### config.mk
export PLATFORM = sky130hd
export DESIGN_NAME = bip_fetch_control
export DESIGN_NICKNAME = d
export VERILOG_FILES = /design/src/rtl/bip_pkg.sv /design/src/rtl/bip_decoder.sv /design/src/rtl/bip_fetch_control.sv
export SDC_FILE = /design/constraint.sdc
export NUM_CORES = 1
export LEC_CHECK = 0
export ABC_AREA = 1
export CAP_MARGIN = 40
export CORE_UTILIZATION = 35
export CTS_CLUSTER_SIZE = 28
export DETAILED_ROUTE_END_ITERATION = 10
export GPL_ROUTABILITY_DRIVEN = 0
export PLACE_DENSITY = 0.72
export SETUP_SLACK_MARGIN = 0.1
export SYNTH_ARGS = -nofsm -noshare
export SYNTH_HDL_FRONTEND = slang
export SYNTH_SLANG_ARGS = --single-unit
### constraint.sdc
create_clock -name clk -period 1.6 [get_ports clk]
set_input_delay 0.24 -clock clk [delete_from_list [all_inputs] [get_ports clk]]
set_output_delay 0.24 -clock clk [all_outputs]
set_load 0.02 [all_outputs]
### src/rtl/bip_pkg.sv
// bip_pkg: opcode map, datapath select encodings and FSM states for the BIP fetch/decode unit
package bip_pkg;

   localparam int OPC_WIDTH = 5;

   localparam logic [OPC_WIDTH-1:0] OPC_HALT = 5'b00000;
   localparam logic [OPC_WIDTH-1:0] OPC_STO  = 5'b00001;
   localparam logic [OPC_WIDTH-1:0] OPC_LD   = 5'b00010;
   localparam logic [OPC_WIDTH-1:0] OPC_LDI  = 5'b00011;
   localparam logic [OPC_WIDTH-1:0] OPC_ADD  = 5'b00100;
   localparam logic [OPC_WIDTH-1:0] OPC_ADDI = 5'b00101;
   localparam logic [OPC_WIDTH-1:0] OPC_SUB  = 5'b00110;
   localparam logic [OPC_WIDTH-1:0] OPC_SUBI = 5'b00111;

   localparam logic [1:0] SEL_A_RAM = 2'd0;
   localparam logic [1:0] SEL_A_IMM = 2'd1;
   localparam logic [1:0] SEL_A_ALU = 2'd2;

   localparam logic SEL_B_RAM = 1'b0;
   localparam logic SEL_B_IMM = 1'b1;

   typedef enum logic [1:0] {
      ST_FETCH = 2'd0,
      ST_EXEC  = 2'd1,
      ST_HALT  = 2'd2
   } state_t;

endpackage

### src/rtl/bip_decoder.sv
// bip_decoder: combinational opcode to datapath-control decode
module bip_decoder
   import bip_pkg::*;
(
   input  logic [OPC_WIDTH-1:0] i_opc,
   output logic [1:0]           o_sel_a,
   output logic                 o_sel_b,
   output logic                 o_op_sub,
   output logic                 o_wr_acc,
   output logic                 o_rd_ram,
   output logic                 o_wr_ram,
   output logic                 o_is_halt,
   output logic                 o_illegal
);

   // map each opcode to its control set; anything unlisted is an illegal NOP
   always_comb begin
      o_sel_a   = SEL_A_RAM;
      o_sel_b   = SEL_B_RAM;
      o_op_sub  = 1'b0;
      o_wr_acc  = 1'b0;
      o_rd_ram  = 1'b0;
      o_wr_ram  = 1'b0;
      o_is_halt = 1'b0;
      o_illegal = 1'b0;
      case (i_opc)
         OPC_HALT: o_is_halt = 1'b1;
         OPC_STO:  o_wr_ram  = 1'b1;
         OPC_LD: begin
            o_rd_ram = 1'b1;
            o_sel_a  = SEL_A_RAM;
            o_wr_acc = 1'b1;
         end
         OPC_LDI: begin
            o_sel_a  = SEL_A_IMM;
            o_wr_acc = 1'b1;
         end
         OPC_ADD: begin
            o_rd_ram = 1'b1;
            o_sel_a  = SEL_A_ALU;
            o_sel_b  = SEL_B_RAM;
            o_wr_acc = 1'b1;
         end
         OPC_ADDI: begin
            o_sel_a  = SEL_A_ALU;
            o_sel_b  = SEL_B_IMM;
            o_wr_acc = 1'b1;
         end
         OPC_SUB: begin
            o_rd_ram = 1'b1;
            o_sel_a  = SEL_A_ALU;
            o_sel_b  = SEL_B_RAM;
            o_op_sub = 1'b1;
            o_wr_acc = 1'b1;
         end
         OPC_SUBI: begin
            o_sel_a  = SEL_A_ALU;
            o_sel_b  = SEL_B_IMM;
            o_op_sub = 1'b1;
            o_wr_acc = 1'b1;
         end
         default: o_illegal = 1'b1;
      endcase
   end

endmodule

### src/rtl/bip_fetch_control.sv
// bip_fetch_control: two-cycle fetch/exec FSM owning PC, HALT and the registered control strobes
module bip_fetch_control
   import bip_pkg::*;
#(
   parameter int PC_WIDTH    = 11,
   parameter int INSTR_WIDTH = 16,
   parameter int CNT_WIDTH   = 16
) (
   input  logic                   clk,
   input  logic                   rst,
   input  logic                   run,
   output logic [PC_WIDTH-1:0]    prog_addr,
   input  logic [INSTR_WIDTH-1:0] prog_data,
   output logic [PC_WIDTH-1:0]    operand,
   output logic [1:0]             sel_a,
   output logic                   sel_b,
   output logic                   op_sub,
   output logic                   wr_acc,
   output logic                   rd_ram,
   output logic                   wr_ram,
   output logic                   halted,
   output logic                   illegal_op,
   output logic [CNT_WIDTH-1:0]   instr_count
);

   state_t                r_state;
   logic [PC_WIDTH-1:0]   r_pc;
   logic [CNT_WIDTH-1:0]  r_cnt;
   logic [PC_WIDTH-1:0]   r_operand;
   logic [1:0]            r_sel_a;
   logic                  r_sel_b;
   logic                  r_op_sub;
   logic                  r_wr_acc;
   logic                  r_rd_ram;
   logic                  r_wr_ram;
   logic                  r_halted;
   logic                  r_illegal;

   logic [1:0]            w_sel_a;
   logic                  w_sel_b;
   logic                  w_op_sub;
   logic                  w_wr_acc;
   logic                  w_rd_ram;
   logic                  w_wr_ram;
   logic                  w_is_halt;
   logic                  w_illegal;

   bip_decoder u_dec (
      .i_opc    (prog_data[INSTR_WIDTH-1 -: OPC_WIDTH]),
      .o_sel_a  (w_sel_a),
      .o_sel_b  (w_sel_b),
      .o_op_sub (w_op_sub),
      .o_wr_acc (w_wr_acc),
      .o_rd_ram (w_rd_ram),
      .o_wr_ram (w_wr_ram),
      .o_is_halt(w_is_halt),
      .o_illegal(w_illegal)
   );

   // FSM plus output stage: controls are captured from the word decoded in EXEC and last one cycle
   always_ff @(posedge clk) begin
      if (rst) begin
         r_state   <= ST_FETCH;
         r_pc      <= '0;
         r_cnt     <= '0;
         r_operand <= '0;
         r_sel_a   <= '0;
         r_sel_b   <= 1'b0;
         r_op_sub  <= 1'b0;
         r_wr_acc  <= 1'b0;
         r_rd_ram  <= 1'b0;
         r_wr_ram  <= 1'b0;
         r_halted  <= 1'b0;
         r_illegal <= 1'b0;
      end else begin
         r_sel_a   <= '0;
         r_sel_b   <= 1'b0;
         r_op_sub  <= 1'b0;
         r_wr_acc  <= 1'b0;
         r_rd_ram  <= 1'b0;
         r_wr_ram  <= 1'b0;
         r_illegal <= 1'b0;
         case (r_state)
            ST_FETCH: r_state <= run ? ST_EXEC : ST_FETCH;
            ST_EXEC: begin
               r_sel_a   <= w_sel_a;
               r_sel_b   <= w_sel_b;
               r_op_sub  <= w_op_sub;
               r_wr_acc  <= w_wr_acc;
               r_rd_ram  <= w_rd_ram;
               r_wr_ram  <= w_wr_ram;
               r_illegal <= w_illegal;
               r_operand <= prog_data[PC_WIDTH-1:0];
               r_cnt     <= r_cnt + 1'b1;
               r_halted  <= w_is_halt;
               r_state   <= w_is_halt ? ST_HALT : ST_FETCH;
               r_pc      <= w_is_halt ? r_pc : r_pc + 1'b1;
            end
            default: r_state <= ST_HALT;
         endcase
      end
   end

   assign prog_addr   = r_pc;
   assign operand     = r_operand;
   assign sel_a       = r_sel_a;
   assign sel_b       = r_sel_b;
   assign op_sub      = r_op_sub;
   assign wr_acc      = r_wr_acc;
   assign rd_ram      = r_rd_ram;
   assign wr_ram      = r_wr_ram;
   assign halted      = r_halted;
   assign illegal_op  = r_illegal;
   assign instr_count = r_cnt;

endmodule

* Word level (Yosys, flattened, before mapping)
Cells that the tools add are included.
Storage, ports and cells: register bits after elaboration 49, bits in latches 0, bits in writable memories 0, ROM bits 0, input bits 19, output and inout port bits 47, word-level logic and storage cells 45, memories 0
Operators by class: $add $sub $neg 2, multiply operators 0, div/mod/pow operators 0, $lt $le $gt $ge 0, equal/unequal tests 8, shifts and indexed selects 0, muxes and demuxes 11, bitwise operators 2, reduce and logical (&&, ||, !) cells 10
Operators with widths (count):
- $eq A5 B3 Y1 const B | 4
- $add A16 B1 Y16 const B | 1
- $add A11 B1 Y11 const B | 1
- $eq A5 B2 Y1 const B | 2
- $mux W1 | 8
- $pmux W2 S2 | 2
- $reduce_or A8 Y1 | 1
- $reduce_or A2 Y1 | 3
- $reduce_or A6 Y1 | 1
- $eq A5 B1 Y1 const B | 1
- $logic_not A5 Y1 | 1
- $reduce_or A4 Y1 | 1
- $reduce_or A3 Y1 | 1
- $eq A2 B1 Y1 const B | 1
- $logic_not A2 Y1 | 1
- $mux W2 | 1
- $not A1 Y1 | 2
- $reduce_and A2 Y1 | 1

* Longest topological paths before layout
depth in word-level cells 4, mapped depth 8, gate-level depth less buffers 8

* Hierarchy
From an unflattened synthesis, not the netlist that was laid out.
Unflattened totals: cells, all modules 313, area, all modules 2158.3 um2
By module, submodules not included:
- bip_fetch_control | times used 1, cells each 290, area an instance 2064.5 um2, seq. area each 980.9 um2
- bip_decoder | times used 1, cells each 23, area an instance 93.8 um2, seq. area each 0.0 um2

* Least setup slack after synthesis
Ideal clock, no wire load.
kind flip-flop to flip-flop, from register r_pc[1], in the netlist prog_addr[1], to register r_pc[10], in the netlist prog_addr[10], setup time 115 ps, data arrival time 1240 ps, data required time 1485 ps, path slack 245 ps, stages on the path, launching flop included 9, path buffers 0, clock period less this slack 1355 ps, cell sequence dfxtp_1 ha_1 nand3_1 inv_1 nand2_1 nor2_4 nand3_1 nand2_1 nor2_1
On the way: longest elaborated chain between the ends 1
Ends and longest elaborated chain:
- start, declared | RTL line bip_fetch_control.sv:27 | logic [PC_WIDTH-1:0] r_pc;
- start signal, assigned | RTL line bip_fetch_control.sv:97 | r_pc <= w_is_halt ? r_pc : r_pc + 1'b1;
- $add A11 B1 Y11 | RTL line bip_fetch_control.sv:97
No other way between the ends. A chain may end at the register's enable or synchronous reset.

* Worst setup path in the final report
from register r_wr_ram, in the netlist wr_ram, to output wr_ram
RTL lines:
- start, declared | RTL line bip_fetch_control.sv:35 | logic r_wr_ram;
- start signal, assigned | RTL line bip_fetch_control.sv:91 | r_wr_ram <= w_wr_ram;
- end, declared | RTL line bip_fetch_control.sv:20 | output logic wr_ram,
No word-level cell between the ends.

==> metrics.yaml <==
synthAdderAreaFrac_pct: 1.19
setup-tns-final_ns: 0
min_path_type: "flip-flop to flip-flop"
synth_commonest_cells: "nor2_1 (71), dfxtp_1 (49), nand2_1 (45)"
rsz0062_at_grt: "false"
area_delta_synth_final_pct: 45.3
htree_levels: 2
fin_nets: 385
wl_per_cell_um: 10.9
synth_warnings: 0
syn-num-nets: 305
cts_made_buffers: 5
grt_usage_pct: 16.4
ys_types: 25
syn_area_per_cell_um2: 7.41
power.density_mw_per_mm2: 844
synth.most_common_cell: "nor2_1"
swShare_pct: 22.4
core_area_mm2: 0.00564
drtPass1Iterations: 4
drt-vias-per-instance: 4.61
hold_violations: 0
setup_violations: 0
critPathMaxStageDelay_ns: 0.60
synthCells: 284
fin_area_mm2: 0.00306
crit_slowest_cell: "clkdlybuf4s50_1"
antenna_found_initial: 0
r2r_cells: 5
synth_xor_area_share_pct: 2.08
critPathTopFamily: "buffers and inverters"
intPower_mw: 2.00
num_vias: 2016
grt_pass1_vias: 1868
ctsLongestPathBuffers: 2
worstSkewPairLatency_ns: 0.30
synthTopCellsByArea: "dfxtp_1 (47%), nor2_1 (13%), nand2_1 (8.0%)"
cp.arrival_ns: 1.22
wirelength_um: 4780
ys.flop_type: "dfxtp_1"
pin_count: 66
synth_top_family_by_area: "simple AND/OR/NAND/NOR gates"
path_cells: "clkdlybuf4s50_1"
cts.reportedPaths.clkPinSlew_ns: 0.09
grt-ovfl-total: 0
required_ns: 1.36
drive_above_1_share_pct: 11.5
max_freq_mhz: 686
grt_max_degree: 18
critical_path_buf_inv_count: 1
max_cap_viol_count: 0
switching_power_mw: 0.577
root_buffer: "clkbuf_8"
initial_utilization_pct: 37.3
slew_violations: 0
cts.sinks: 49
synthArstFlopShare_pct: 0
p_comb_share_pct: 10.6
whs_path_depth: 2
muxShareOfSynthArea_pct: 0
drtIter0Drc: 59
yosysTopAreaCellShare_pct: 46.6
synth_edf_count: 0
netlist_area_mm2: 0.00210
synth-seq-cells: 49
worstPathMaxFanout: 1
synth_largest_area_cell: "dfxtp_1"
slew_headroom_pct: 81.2
synth_compound_area_share_pct: 9.16
die_w_um: 79.5
finClkSkew_ns: 0.00402
hold_buffers: 0
post-route-period-util_pct: 91.1
endpoint_kind: "output port"
fp-row-count: 27
start_kind: "flip-flop"
insertedDiodeCount: 0
crit_type: "flip-flop to output port"
fin_crit_ns: 1.46
cts_setup_buffers: 0
place_area_mm2: 0.00293
yosysSeqAreaShare_pct: 46.6
seq_power_share_pct: 49.3
tightest_slew_ns: 0.281
antenna_left: 0
drc: 0
synthSimpleGateAreaFrac_pct: 34.4
cts_tree: "built"
power_leakage_nw: 1.52
path_depth: 1
portBuffers: 65
clkPwrFrac_pct: 40.1
fp.dieH_um: 79.5
dieArea_mm2: 0.00632
post-dp-hpwl_um: 3630
status: "finished clean"
ir_drop_v: 0.000491
grt_pass1_wl_um: 8220
kinds of logic after synthesis:
| group | Yosys count |
|---|---|
| buffers and inverters | 34 |
| AO/OA/AOI/OAI | 38 |
| AND/OR/NAND/NOR | 156 |
| XOR/XNOR | 5 |
| flip-flops | 49 |
| adder cells (fa/ha/maj) | 2 |
placed cells by master (no fill, tap or decap), types with 5 or more instances in the layout:
cell	instances
a21oi_1	11
buf_4	14
clkbuf_8	5
clkdlybuf4s50_1	22
dfxtp_1	48
dlygate4sd2_1	32
dlymetal6s2s_1	11
inv_1	23
nand2_1	45
nand3_1	15
nand4_1	5
nor2_1	71
o21ai_0	25
sequential cells by signal, indices dropped and copies added (netlist names):
| register | flops |
|---|---|
| operand | 11 |
| sel_b | 1 |
| prog_addr | 11 |
| r_state | 2 |
| instr_count | 16 |
| op_sub | 1 |
| illegal_op | 1 |
| halted | 1 |
| rd_ram | 1 |
| sel_a | 2 |
| wr_acc | 1 |
| wr_ram | 1 |
power by group through the flow:
stage               registers, mW  logic (mW)  clock network, mW
floorplan                    1.34       0.102                  0
finish                       1.27       0.275               1.03
detailed placement           1.30       0.293                  0
global route                 1.28       0.302               1.13
CTS                          1.27       0.279               1.06
global placement             1.30       0.289                  0
cell type report:
class | count | area [µm²]
Fill cell | 552 | 2590
Sequential cell | 49 | 982
Timing Repair Buffer | 80 | 763
Inverter | 27 | 101
Multi-Input combinational cell | 201 | 985
Clock buffer | 5 | 68.8
Clock inverter | 3 | 65.1
Tap cell | 72 | 90.1
metrics by stage:
step           hold slack, ns  util [%]  power, mW  worst slack (ns)  cells
4_1_cts                 0.489      53.6       2.61             0.101    437
3_5_place_dp            0.473      52.0       1.59           0.00833    429
5_1_grt                 0.512      54.2       2.71             0.103    437
3_3_place_gp            0.467      52.0       1.59            0.0559    429
2_1_floorplan           0.317         -       1.44             0.245    284
6_report                0.483      54.2       2.58             0.143    437
routing by layer:
metal,vias to the layer above,wire (µm),GRT usage [%]
met5,-,0,0
met1,907,2190,19.1
met4,0,87,6.00
met3,10,214,4.00
met2,39,2290,28.8
li1,1060,-,-
path summary, 6_finish.rpt:
kind	start	end	slack [ns]
worst max-delay path	wr_ram	wr_ram	0.14
worst max register to register	instr_count[2]	instr_count[5]	0.26
worst min register to register	operand[8]	operand[8]	0.48
worst min-delay path	operand[8]	operand[8]	0.48
timing repair:
action                     4_1_cts  5_1_grt
setup endpoints to repair       32       12
gates resized for setup         32       12
pin swaps                        0        0
hold endpoints to repair         0        0
cloned                           0        0
Note: power is estimated with default switching activity, not from simulation.
==> RTL edit (config.mk and constraints unchanged) <==
`CNT_WIDTH`: 16 -> 32.
--- a/src/rtl/bip_fetch_control.sv
+++ b/src/rtl/bip_fetch_control.sv
@@ -4,7 +4,7 @@
 #(
    parameter int PC_WIDTH    = 11,
    parameter int INSTR_WIDTH = 16,
-   parameter int CNT_WIDTH   = 16
+   parameter int CNT_WIDTH   = 32
 ) (
    input  logic                   clk,
    input  logic                   rst,
Interface: changed (resized instr_count); port bits go from 66 to 82. No check against the original RTL was run, so the function may have changed too.
==> RTL edit against the unedited design <==
- sequential share of layout area fell by 2.5 points
- utilization decreased by 0.97 points
- wire length up 73%
- synthesized area up 47%
- cell area is 46% higher
- power rose by 39%
- sequential cell count up 16
- setup slack improved by 0.041 ns
- highest routed layer unchanged
==> RTL edit: results (changes against the unedited design) <==
[run_status]
status = finished clean

[global_route]
grt_pass1_wl_um = 13250  ; +61%
use_met3 = 0.04107  ; +0.001074
grt_max_degree = 36  ; +18
grt_pass1_vias = 2932  ; +57%
grt_util_met2 = 0.3042  ; +0.01613

[clock_network]
cts_max_level = 3  ; +1
insertion_delay_ns = 0.35  ; +0.05 ns

[power_and_ir_drop]
p_leak_nw = 2.041  ; +35%
switching_share = 0.2428  ; +0.01924
ir_drop_uv = 464.9  ; -5.4%

[placement]
pre_cts_slack_ns = -0.1112  ; -0.1195 ns
port_buffers = 81  ; +25%
dp.cells = 652  ; +52%

[setup_path]
crit_path_end = instr_count[16]$_SDFFE_PP0P_
crit_arrival_ns = 1.65  ; +0.43 ns
ff2ff_path_depth = 8  ; +3

[yosys]
syn_area_per_cell_um2 = 6.760  ; -8.7%
syn_nets = 478  ; +57%
synth_seq_area_share = 0.4212  ; -0.04517
synth_common_cells = nor2_1, nand2_1, dfxtp_1
synthTopCellsByArea = dfxtp_1, nor2_1, nand2_1

[cells_and_area]
fin_nets = 587  ; +52%
fillers = 817  ; +48%

[timing]
fin_crit_ns = 1.416  ; -0.04056 ns

[routing]
drt_iter0_drc = 218  ; +270%
dr.pass1.iters = 5  ; +1
vias_per_cell = 4.808  ; +4.2%

[min_path]
hold_depth = 3  ; +1
worstHoldStart = run
hold_class = primary input to flip-flop

==> RTL edit: stage by stage <==
| stage | instance area, µm² | hold slack [ns] |
|---|---|---|
| floorplan | 3092 | 0.3091 |
| global placement | 4145 | 0.4641 |
| detailed placement | 4145 | 0.4733 |
| CTS | 4312 | 0.4349 |
| global route | 4458 | 0.4558 |
| finish | 4458 | 0.4519 |
==> RTL edit: cell type report <==
cell class | count | area, µm² | area share
clock buffers | 10 | 137.6 | 0.03087
clock inverters | 6 | 90.09 | 0.02021
inverters | 63 | 240.2 | 0.05389
multi-input cells | 320 | 1592 | 0.3570
flip-flops and latches | 65 | 1324 | 0.2969
well taps | 105 | 131.4 | 0.02947
repair buffers | 107 | 943.4 | 0.2116
==> RTL edit: timing repair <==
item,4_1_cts,5_1_grt
gates cloned,0,1
setup endpoints to repair,68,31
pin swaps,3,8
gates resized for setup,65,36
setup buffers,2,5
==> RTL edit: how the worst min path moves through the flow <==
stage | endpoint | slack (ns)
after floorplan | prog_addr[10]$_SDFFE_PP0P_ | 0.31
after global placement | operand[1]$_SDFFE_PP0P_ | 0.46
after detailed placement | operand[1]$_SDFFE_PP0P_ | 0.47
after CTS | r_state[0]$_SDFF_PP0_ | 0.43
after global routing | r_state[0]$_SDFF_PP0_ | 0.46
final | r_state[0]$_SDFF_PP0_ | 0.45
==> RTL edit: power groups by stage <==
stage / Sequential [mW] / Combinational, mW / Clock, mW
floorplan: 1.74 / 0.101 / 0
global placement: 1.71 / 0.296 / 0
detailed placement: 1.71 / 0.301 / 0
CTS: 1.67 / 0.284 / 1.64
global route: 1.67 / 0.324 / 1.72
finish: 1.67 / 0.295 / 1.61
==> RTL edit: worst max-delay path, stage by stage, from the launching register on <==
cell and delay (ns):
dfxtp_4 0.38, ha_4 0.14, inv_2 0.05, nor2_4 0.16, nand3_4 0.16, inv_2 0.10, nand3b_1 0.10, o21ai_0 0.17
nor2_1 0.05
==> RTL edit: cells by family after synthesis <==
logic type,after synthesis,synth area share
AO/OA/AOI/OAI,54,0.09356
XOR/XNOR,3,0.008507
adder cells (fa/ha/maj),2,0.008099
buffers and inverters,73,0.09073
flip-flops,65,0.4212
AND/OR/NAND/NOR,260,0.3779
==> RTL edit: metal layers <==
layer / vias to the layer above / part of all wire
li1: 1665 / -
met1: 1478 / 0.46
met2: 93 / 0.46
met3: 14 / 0.054
met4: 0 / 0.024
met5: - / 0
